[src/rtl/flappy_pkg.sv]
// flappy_pkg: game state encoding, coordinate widths and the score helper.
package flappy_pkg;

  typedef enum logic [1:0] {
    GS_IDLE = 2'd0,
    GS_RUN  = 2'd1,
    GS_OVER = 2'd2
  } game_state_t;

  localparam int XW  = 10;  // bar column width
  localparam int YW  = 9;   // row width (gap centres, bird row)
  localparam int BXW = 9;   // bird column width
  localparam int CW  = 11;  // signed compare width; holds any sum/difference
  localparam int SW  = 10;  // score width

  // One pass credit: +1 below the bonus threshold, +2 at or above it,
  // clamped to max_val.
  function automatic logic [SW-1:0] score_add(input logic [SW-1:0] score,
                                              input logic [SW-1:0] bonus_at,
                                              input logic [SW-1:0] max_val);
    logic [SW:0] sum;
    sum = {1'b0, score} + ((score >= bonus_at) ? (SW+1)'(2) : (SW+1)'(1));
    return (sum > {1'b0, max_val}) ? max_val : sum[SW-1:0];
  endfunction

endpackage

[src/rtl/game_judge_if.sv]
// game_judge_if: bird/bar inputs and game status outputs of the judge.
interface game_judge_if #(
  parameter int N_BARS = 3
);
  import flappy_pkg::*;

  logic                 frame_tick;
  logic                 game_start;
  logic [BXW-1:0]       bird_x;
  logic [YW-1:0]        bird_y;
  logic [4:0]           bird_hw;
  logic [4:0]           bird_hh;
  logic [N_BARS*XW-1:0] bar_x;
  logic [N_BARS*YW-1:0] gap_y;
  logic [N_BARS-1:0]    bar_wrap;
  logic [1:0]           state;
  logic                 lose;
  logic [SW-1:0]        score;
  logic [SW-1:0]        high_score;
  logic                 busy;
  logic                 scan_done;

  // Playfield side: drives bird/bar geometry and control, reads status.
  modport master (
    output frame_tick, game_start, bird_x, bird_y, bird_hw, bird_hh,
           bar_x, gap_y, bar_wrap,
    input  state, lose, score, high_score, busy, scan_done
  );

  // Judge side.
  modport slave (
    input  frame_tick, game_start, bird_x, bird_y, bird_hw, bird_hh,
           bar_x, gap_y, bar_wrap,
    output state, lose, score, high_score, busy, scan_done
  );

endinterface

[src/rtl/bar_check.sv]
// bar_check: combinational collision / pass evaluation of the bird against one bar.
module bar_check
  import flappy_pkg::*;
#(
  parameter int BAR_W = 40,
  parameter int GAP_H = 120
) (
  input  logic [BXW-1:0] bird_x,
  input  logic [YW-1:0]  bird_y,
  input  logic [4:0]     bird_hw,
  input  logic [4:0]     bird_hh,
  input  logic [XW-1:0]  bar_x,
  input  logic [YW-1:0]  gap_y,
  output logic           hit,
  output logic           pass
);

  localparam logic signed [CW-1:0] BAR_W_S  = CW'(BAR_W);
  localparam logic signed [CW-1:0] HALF_GAP = CW'(GAP_H / 2);

  // Zero-extend into a signed width so left edges and bird top never wrap.
  logic signed [CW-1:0] bx, by, hw, hh, br, gy;
  logic                 overlap_x, outside_gap;

  assign bx = signed'(CW'(bird_x));
  assign by = signed'(CW'(bird_y));
  assign hw = signed'(CW'(bird_hw));
  assign hh = signed'(CW'(bird_hh));
  assign br = signed'(CW'(bar_x));
  assign gy = signed'(CW'(gap_y));

  assign overlap_x   = (bx + hw >= br - BAR_W_S) && (bx - hw <= br);
  assign outside_gap = (by - hh <= gy - HALF_GAP) || (by + hh >= gy + HALF_GAP);

  assign hit  = overlap_x && outside_gap;
  assign pass = (bx - hw > br) && (by > gy - HALF_GAP) && (by < gy + HALF_GAP);

endmodule

[src/rtl/game_judge.sv]
// game_judge: per-frame scan of all bars through one shared evaluator, game FSM and scoring.
module game_judge
  import flappy_pkg::*;
#(
  parameter int N_BARS    = 3,
  parameter int BAR_W     = 40,
  parameter int GAP_H     = 120,
  parameter int FLOOR_Y   = 479,
  parameter int BONUS_AT  = 5,
  parameter int SCORE_MAX = 999
) (
  input logic         clk_25MHz,
  input logic         reset_n,
  game_judge_if.slave bus
);

  localparam logic [1:0] ST_IDLE = GS_IDLE;
  localparam logic [1:0] ST_RUN  = GS_RUN;
  localparam logic [1:0] ST_OVER = GS_OVER;

  localparam int            IW       = (N_BARS > 1) ? $clog2(N_BARS) : 1;
  localparam logic [IW-1:0] LAST_IDX = IW'(N_BARS - 1);

  logic [1:0]        state_reg, state_next;
  logic              busy_reg, busy_next;
  logic [IW-1:0]     idx_reg, idx_next;
  logic              done_reg, done_next;
  logic [SW-1:0]     score_reg, score_next;
  logic [SW-1:0]     high_reg, high_next;
  logic [N_BARS-1:0] armed_reg, armed_next, clr_mask;
  logic              lose_reg;

  logic [XW-1:0] bar_x_arr [N_BARS];
  logic [YW-1:0] gap_y_arr [N_BARS];
  logic          bar_hit, bar_pass, edge_hit, collide, credit;

  generate
    for (genvar gi = 0; gi < N_BARS; gi++) begin : g_unpack
      assign bar_x_arr[gi] = bus.bar_x[gi*XW +: XW];
      assign gap_y_arr[gi] = bus.gap_y[gi*YW +: YW];
    end
  endgenerate

  // Single evaluator, time-shared across bars by the scan index.
  bar_check #(
    .BAR_W (BAR_W),
    .GAP_H (GAP_H)
  ) u_bar_check (
    .bird_x  (bus.bird_x),
    .bird_y  (bus.bird_y),
    .bird_hw (bus.bird_hw),
    .bird_hh (bus.bird_hh),
    .bar_x   (bar_x_arr[idx_reg]),
    .gap_y   (gap_y_arr[idx_reg]),
    .hit     (bar_hit),
    .pass    (bar_pass)
  );

  assign edge_hit = (CW'(bus.bird_y) + CW'(bus.bird_hh) >= CW'(FLOOR_Y)) ||
                    (CW'(bus.bird_y) < CW'(bus.bird_hh));
  // Floor/ceiling is folded into scan cycle 0 ahead of bar 0.
  assign collide  = ((idx_reg == '0) && edge_hit) || bar_hit;
  assign credit   = bar_pass && armed_reg[idx_reg];

  // Next-state: game FSM, scan sequencing, scoring and credit arming.
  always_comb begin
    state_next = state_reg;
    busy_next  = busy_reg;
    idx_next   = idx_reg;
    done_next  = 1'b0;
    score_next = score_reg;
    high_next  = high_reg;
    clr_mask   = '0;
    case (state_reg)
      ST_IDLE, ST_OVER: begin
        if (bus.game_start) begin
          state_next = ST_RUN;
          score_next = '0;
        end
      end
      ST_RUN: begin
        if (busy_reg) begin
          if (collide) begin
            state_next = ST_OVER;
            busy_next  = 1'b0;
            idx_next   = '0;
            done_next  = 1'b1;
            if (score_reg > high_reg) high_next = score_reg;
          end else begin
            if (credit) begin
              score_next        = score_add(score_reg, SW'(BONUS_AT), SW'(SCORE_MAX));
              clr_mask[idx_reg] = 1'b1;
            end
            if (idx_reg == LAST_IDX) begin
              busy_next = 1'b0;
              idx_next  = '0;
              done_next = 1'b1;
            end else begin
              idx_next = idx_reg + 1'b1;
            end
          end
        end else if (bus.frame_tick) begin
          busy_next = 1'b1;
          idx_next  = '0;
        end
      end
      default: state_next = ST_IDLE;
    endcase
    // A wrap re-arms even when the same bar is being credited this cycle.
    armed_next = (armed_reg & ~clr_mask) | bus.bar_wrap;
    if ((state_reg != ST_RUN) && bus.game_start) armed_next = '1;
  end

  // State registers with synchronous active-low reset.
  always_ff @(posedge clk_25MHz) begin
    if (!reset_n) begin
      state_reg <= ST_IDLE;
      busy_reg  <= 1'b0;
      idx_reg   <= '0;
      done_reg  <= 1'b0;
      score_reg <= '0;
      high_reg  <= '0;
      armed_reg <= '1;
      lose_reg  <= 1'b0;
    end else begin
      state_reg <= state_next;
      busy_reg  <= busy_next;
      idx_reg   <= idx_next;
      done_reg  <= done_next;
      score_reg <= score_next;
      high_reg  <= high_next;
      armed_reg <= armed_next;
      lose_reg  <= (state_next == ST_OVER);
    end
  end

  assign bus.state      = state_reg;
  assign bus.lose       = lose_reg;
  assign bus.score      = score_reg;
  assign bus.high_score = high_reg;
  assign bus.busy       = busy_reg;
  assign bus.scan_done  = done_reg;

endmodule

[src/flat_wrapper.sv]
// flat-port wrapper written by rule: the top's interface ports become plain ports
module game_judge_flat import flappy_pkg::*;
#(
  parameter int N_BARS    = 3,
  parameter int BAR_W     = 40,
  parameter int GAP_H     = 120,
  parameter int FLOOR_Y   = 479,
  parameter int BONUS_AT  = 5,
  parameter int SCORE_MAX = 999
)
  (clk_25MHz, reset_n, bus_frame_tick, bus_game_start, bus_bird_x, bus_bird_y, bus_bird_hw, bus_bird_hh, bus_bar_x, bus_gap_y, bus_bar_wrap, bus_state, bus_lose, bus_score, bus_high_score, bus_busy, bus_scan_done);
  game_judge_if #(.N_BARS(N_BARS)) bus_i ();
  input logic clk_25MHz;
  input logic reset_n;
  input wire logic [$bits(bus_i.frame_tick)-1:0] bus_frame_tick;
  input wire logic [$bits(bus_i.game_start)-1:0] bus_game_start;
  input wire logic [$bits(bus_i.bird_x)-1:0] bus_bird_x;
  input wire logic [$bits(bus_i.bird_y)-1:0] bus_bird_y;
  input wire logic [$bits(bus_i.bird_hw)-1:0] bus_bird_hw;
  input wire logic [$bits(bus_i.bird_hh)-1:0] bus_bird_hh;
  input wire logic [$bits(bus_i.bar_x)-1:0] bus_bar_x;
  input wire logic [$bits(bus_i.gap_y)-1:0] bus_gap_y;
  input wire logic [$bits(bus_i.bar_wrap)-1:0] bus_bar_wrap;
  output wire logic [$bits(bus_i.state)-1:0] bus_state;
  output wire logic [$bits(bus_i.lose)-1:0] bus_lose;
  output wire logic [$bits(bus_i.score)-1:0] bus_score;
  output wire logic [$bits(bus_i.high_score)-1:0] bus_high_score;
  output wire logic [$bits(bus_i.busy)-1:0] bus_busy;
  output wire logic [$bits(bus_i.scan_done)-1:0] bus_scan_done;
  assign bus_i.frame_tick = bus_frame_tick;
  assign bus_i.game_start = bus_game_start;
  assign bus_i.bird_x = bus_bird_x;
  assign bus_i.bird_y = bus_bird_y;
  assign bus_i.bird_hw = bus_bird_hw;
  assign bus_i.bird_hh = bus_bird_hh;
  assign bus_i.bar_x = bus_bar_x;
  assign bus_i.gap_y = bus_gap_y;
  assign bus_i.bar_wrap = bus_bar_wrap;
  assign bus_state = bus_i.state;
  assign bus_lose = bus_i.lose;
  assign bus_score = bus_i.score;
  assign bus_high_score = bus_i.high_score;
  assign bus_busy = bus_i.busy;
  assign bus_scan_done = bus_i.scan_done;
  game_judge #(.N_BARS(N_BARS), .BAR_W(BAR_W), .GAP_H(GAP_H), .FLOOR_Y(FLOOR_Y), .BONUS_AT(BONUS_AT), .SCORE_MAX(SCORE_MAX)) u_core (.clk_25MHz(clk_25MHz), .reset_n(reset_n), .bus(bus_i));
endmodule
[config.mk]
export PLATFORM = sky130hd
export DESIGN_NAME = game_judge_flat
export DESIGN_NICKNAME = d
export VERILOG_FILES = /design/src/rtl/flappy_pkg.sv /design/src/rtl/game_judge_if.sv /design/src/rtl/bar_check.sv /design/src/rtl/game_judge.sv /design/src/flat_wrapper.sv
export SDC_FILE = /design/constraint.sdc
export NUM_CORES = 1
export LEC_CHECK = 0
export CORE_MARGIN = 4
export CORE_UTILIZATION = 40
export DETAILED_ROUTE_END_ITERATION = 16
export GPL_TIMING_DRIVEN = 0
export PLACE_DENSITY = 0.7
export SETUP_SLACK_MARGIN = 0.02
export SLEW_MARGIN = 20
export SYNTH_ARGS = -nofsm -noshare
export SYNTH_HDL_FRONTEND = slang
export SYNTH_HIERARCHICAL = 1
export SYNTH_SLANG_ARGS = --single-unit
[constraint.sdc]
create_clock -name clk_25MHz -period 6.6 [get_ports clk_25MHz]
set_input_delay 1.32 -clock clk_25MHz [delete_from_list [all_inputs] [get_ports clk_25MHz]]
set_output_delay 1.32 -clock clk_25MHz [all_outputs]
set_load 0.005 [all_outputs]
==> impl_metrics.toml <==
[timing]
finalCriticalPeriod_ns = 5.99
fmax_mhz = 167
clock-skew-final_ns = 0.00547
drv_slew = 0
max_slew_margin_pct = 30.1
finalHoldViolCount = 0
finalSetupViolations = 0
worst_pin_slew_ns = 1.04
period_share_pct = 90.8
fin_tns_setup_ns = 0
rsz0062_at_grt = "no"
setup_slack_ns = 0.605

[yosys]
synth_top_family_by_area = "adder cells"
yosysWarnings = 6
syn_area_mm2 = 0.00547
synth_cells = 712
yosysTopAreaCell = "ha_1"
yosys.area.top_type_share_pct = 23.1
synth-adder-area-share_pct = 25.3
synthArstFlopShare_pct = 0
synth-edff-count = 0
synth_xor_area_share_pct = 5.92
syn_avg_cell_area_um2 = 7.69
synth-simple-area-share_pct = 22.0
muxShareOfSynthArea_pct = 5.67
synth.top_cells.by_count = "ha_1, nand2_1, inv_1, o21ai_0, a21oi_1"
synth_ff_type = "dfxtp_1"
netlist-cell-type-count = 76
yosysMostFrequentCell = "ha_1"
synth_top_cells_by_area = "ha_1, dfxtp_1, mux2i_1"
synth_compound_area_share_pct = 22.7
syn_nets = 911
synth-seq-area-share_pct = 11.0
synth_seq_cells = 30

[place]
dp_worst_setup_slack_ns = 0.339
place_congestion = 0.842
placed_area_mm2 = 0.00682
post-dp-hpwl_um = 11800
port_buffers = 113

[route]
detail_route.first_pass.iterations = 5
totalWireLength_um = 14000
drt-initial-drc-count = 246
route.detailed.drc = 0
wl_per_cell_um = 13.9
avgViaCountPerCell = 5.28
drtAntennaViolNets = 0
dr_total_vias = 5332

[hold_path]
worstHoldPathCells = 1
hold_class = "register to register"

[global_route]
grt_pass1_wl_um = 23700
antenna_found_initial = 0
grt_max_degree = 11
grt_pass1_vias = 5032
grtUsageTotal_pct = 17.5
overflow = 0

[layout]
final_util_pct = 52.4
diodes = 0
nFillCells = 1322
syn2layout_area_growth_pct = 27.4
final_area_mm2 = 0.00697
drive_gt1_share_pct = 4.68
nets = 1031

[worst_setup_path]
critPathCaptureType = "register"
start_kind = "input pin"
reg2reg_depth = 21
critical_path_arrival_ns = 6.16
critical_path_class = "input pin to register"
worstPathRequired_ns = 6.76
critPathMaxFanout = 10

[cts]
h-tree-depth = 2
clk_latency_ns = 0.28
cts_sinks = 30
post_cts_buffers = 0
clk_pin_slew_ns = 0.05
cts_buffer_depth = 2
cts_made_buffers = 5
postCtsHoldBufs = 0
ctsResizeCount = 0
clockRootBuffer = "clkbuf_16"
cts_tree = "yes"

[floorplanning]
chipHeight_um = 125
coreArea_mm2 = 0.0133
io-pin-count = 117
dieArea_mm2 = 0.0156
rows = 42
initial_core_util_pct = 41.2
die_w_um = 125

[power]
design_power_total_w = 0.000840
cellLeakagePower_nw = 2.85
ir_drop_uv = 79.1
power.density_mw_per_mm2 = 120

[flow_run]
drv_cap = 0

[status]
outcome = "finished, final reports clean"
[metal layers]
layer	up-vias	share of wire, %	global-route usage [%]
li1	2806	-	-
met1	2408	48	24.4
met2	110	46	29.8
met3	8	4.6	2.26
met4	0	0.51	2.23
met5	-	0	0
[worst paths after layout]
path / startpoint / end / slack, ns
worst max-delay path: bus_gap_y[2] / u_core/bus.score[5]$_SDFFE_PN0P_ / 0.61
worst min-delay path: u_core/armed_reg[2]$_SDFF_PP1_ / u_core/armed_reg[2]$_SDFF_PP1_ / 0.47
worst max register to register: u_core/idx_reg[1]$_SDFFE_PN0P_ / u_core/bus.score[5]$_SDFFE_PN0P_ / 0.71
worst min register to register: u_core/armed_reg[2]$_SDFF_PP1_ / u_core/armed_reg[2]$_SDFF_PP1_ / 0.47
[report_power, final]
| group | leakage, nW | switching (W) | internal (W) | total (W) |
|---|---|---|---|---|
| combinational | 2.53 | 0.000223 | 0.000204 | 0.000428 |
| sequential | 0.242 | 0.00000268 | 0.000183 | 0.000186 |
| clock | 0.0739 | 0.0000771 | 0.000149 | 0.000226 |
[layout make-up]
cell class,instances,area [um2],area share (%)
inverter,67,251,3.61
clock buffer,7,143,2.05
sequential,30,601,8.61
buffer,31,153,2.19
timing repair buffer,113,1130,16.2
tap,176,220,3.16
clock inverter,1,5.00,0.0718
multi-input combinational,584,4470,64.1
[placed cells by master (no fill, tap or decap), types with 10 or more instances in the layout]
master / Yosys / routed
clkdlybuf4s50_1: 0 / 113
ha_1: 101 / 101
nand2_1: 76 / 76
inv_1: 66 / 66
o21ai_0: 46 / 46
a21oi_1: 39 / 39
mux2i_1: 31 / 31
dfxtp_1: 30 / 30
nor2_1: 28 / 28
xnor2_1: 27 / 27
clkbuf_1: 18 / 19
nor2b_1: 18 / 18
nand3_1: 16 / 16
nand4_1: 16 / 16
nor3_1: 15 / 15
a21o_1: 12 / 12
nand2b_1: 10 / 10
xor2_1: 10 / 10
[metrics by stage]
stage                     std cells  hold WS [ns]
final                          1009         0.469
after floorplan                 712         0.435
after detailed placement       1001         0.454
after global placement         1001         0.448
after global routing           1009         0.495
after CTS                      1009         0.466
[cell families after synthesis]
| group | after synthesis |
|---|---|
| muxes | 31 |
| buffers and inverters | 98 |
| AOI/OAI and AO/OA | 181 |
| adders and majority gates | 107 |
| xor gates and xnor gates | 37 |
| DFF | 30 |
| and+or+nand+nor | 228 |
[critical path, stage by stage]
cell             delay, ns
clkdlybuf4s50_1       0.46
mux2i_1               0.06
o21ai_0               0.83
ha_1                  0.32
nand3_1               0.12
nor3b_1               0.20
xnor2_1               0.27
ha_1                  0.31
and3_1                0.17
nand3_1               0.11
o21ai_0               0.09
o21bai_1              0.18
o221a_1               0.31
nor2_1                0.25
and3_1                0.25
o22ai_1               0.09
a21o_1                0.16
buf_2                 0.17
buf_2                 0.20
o221a_1               0.28
(Power assumes the default switching activity.)
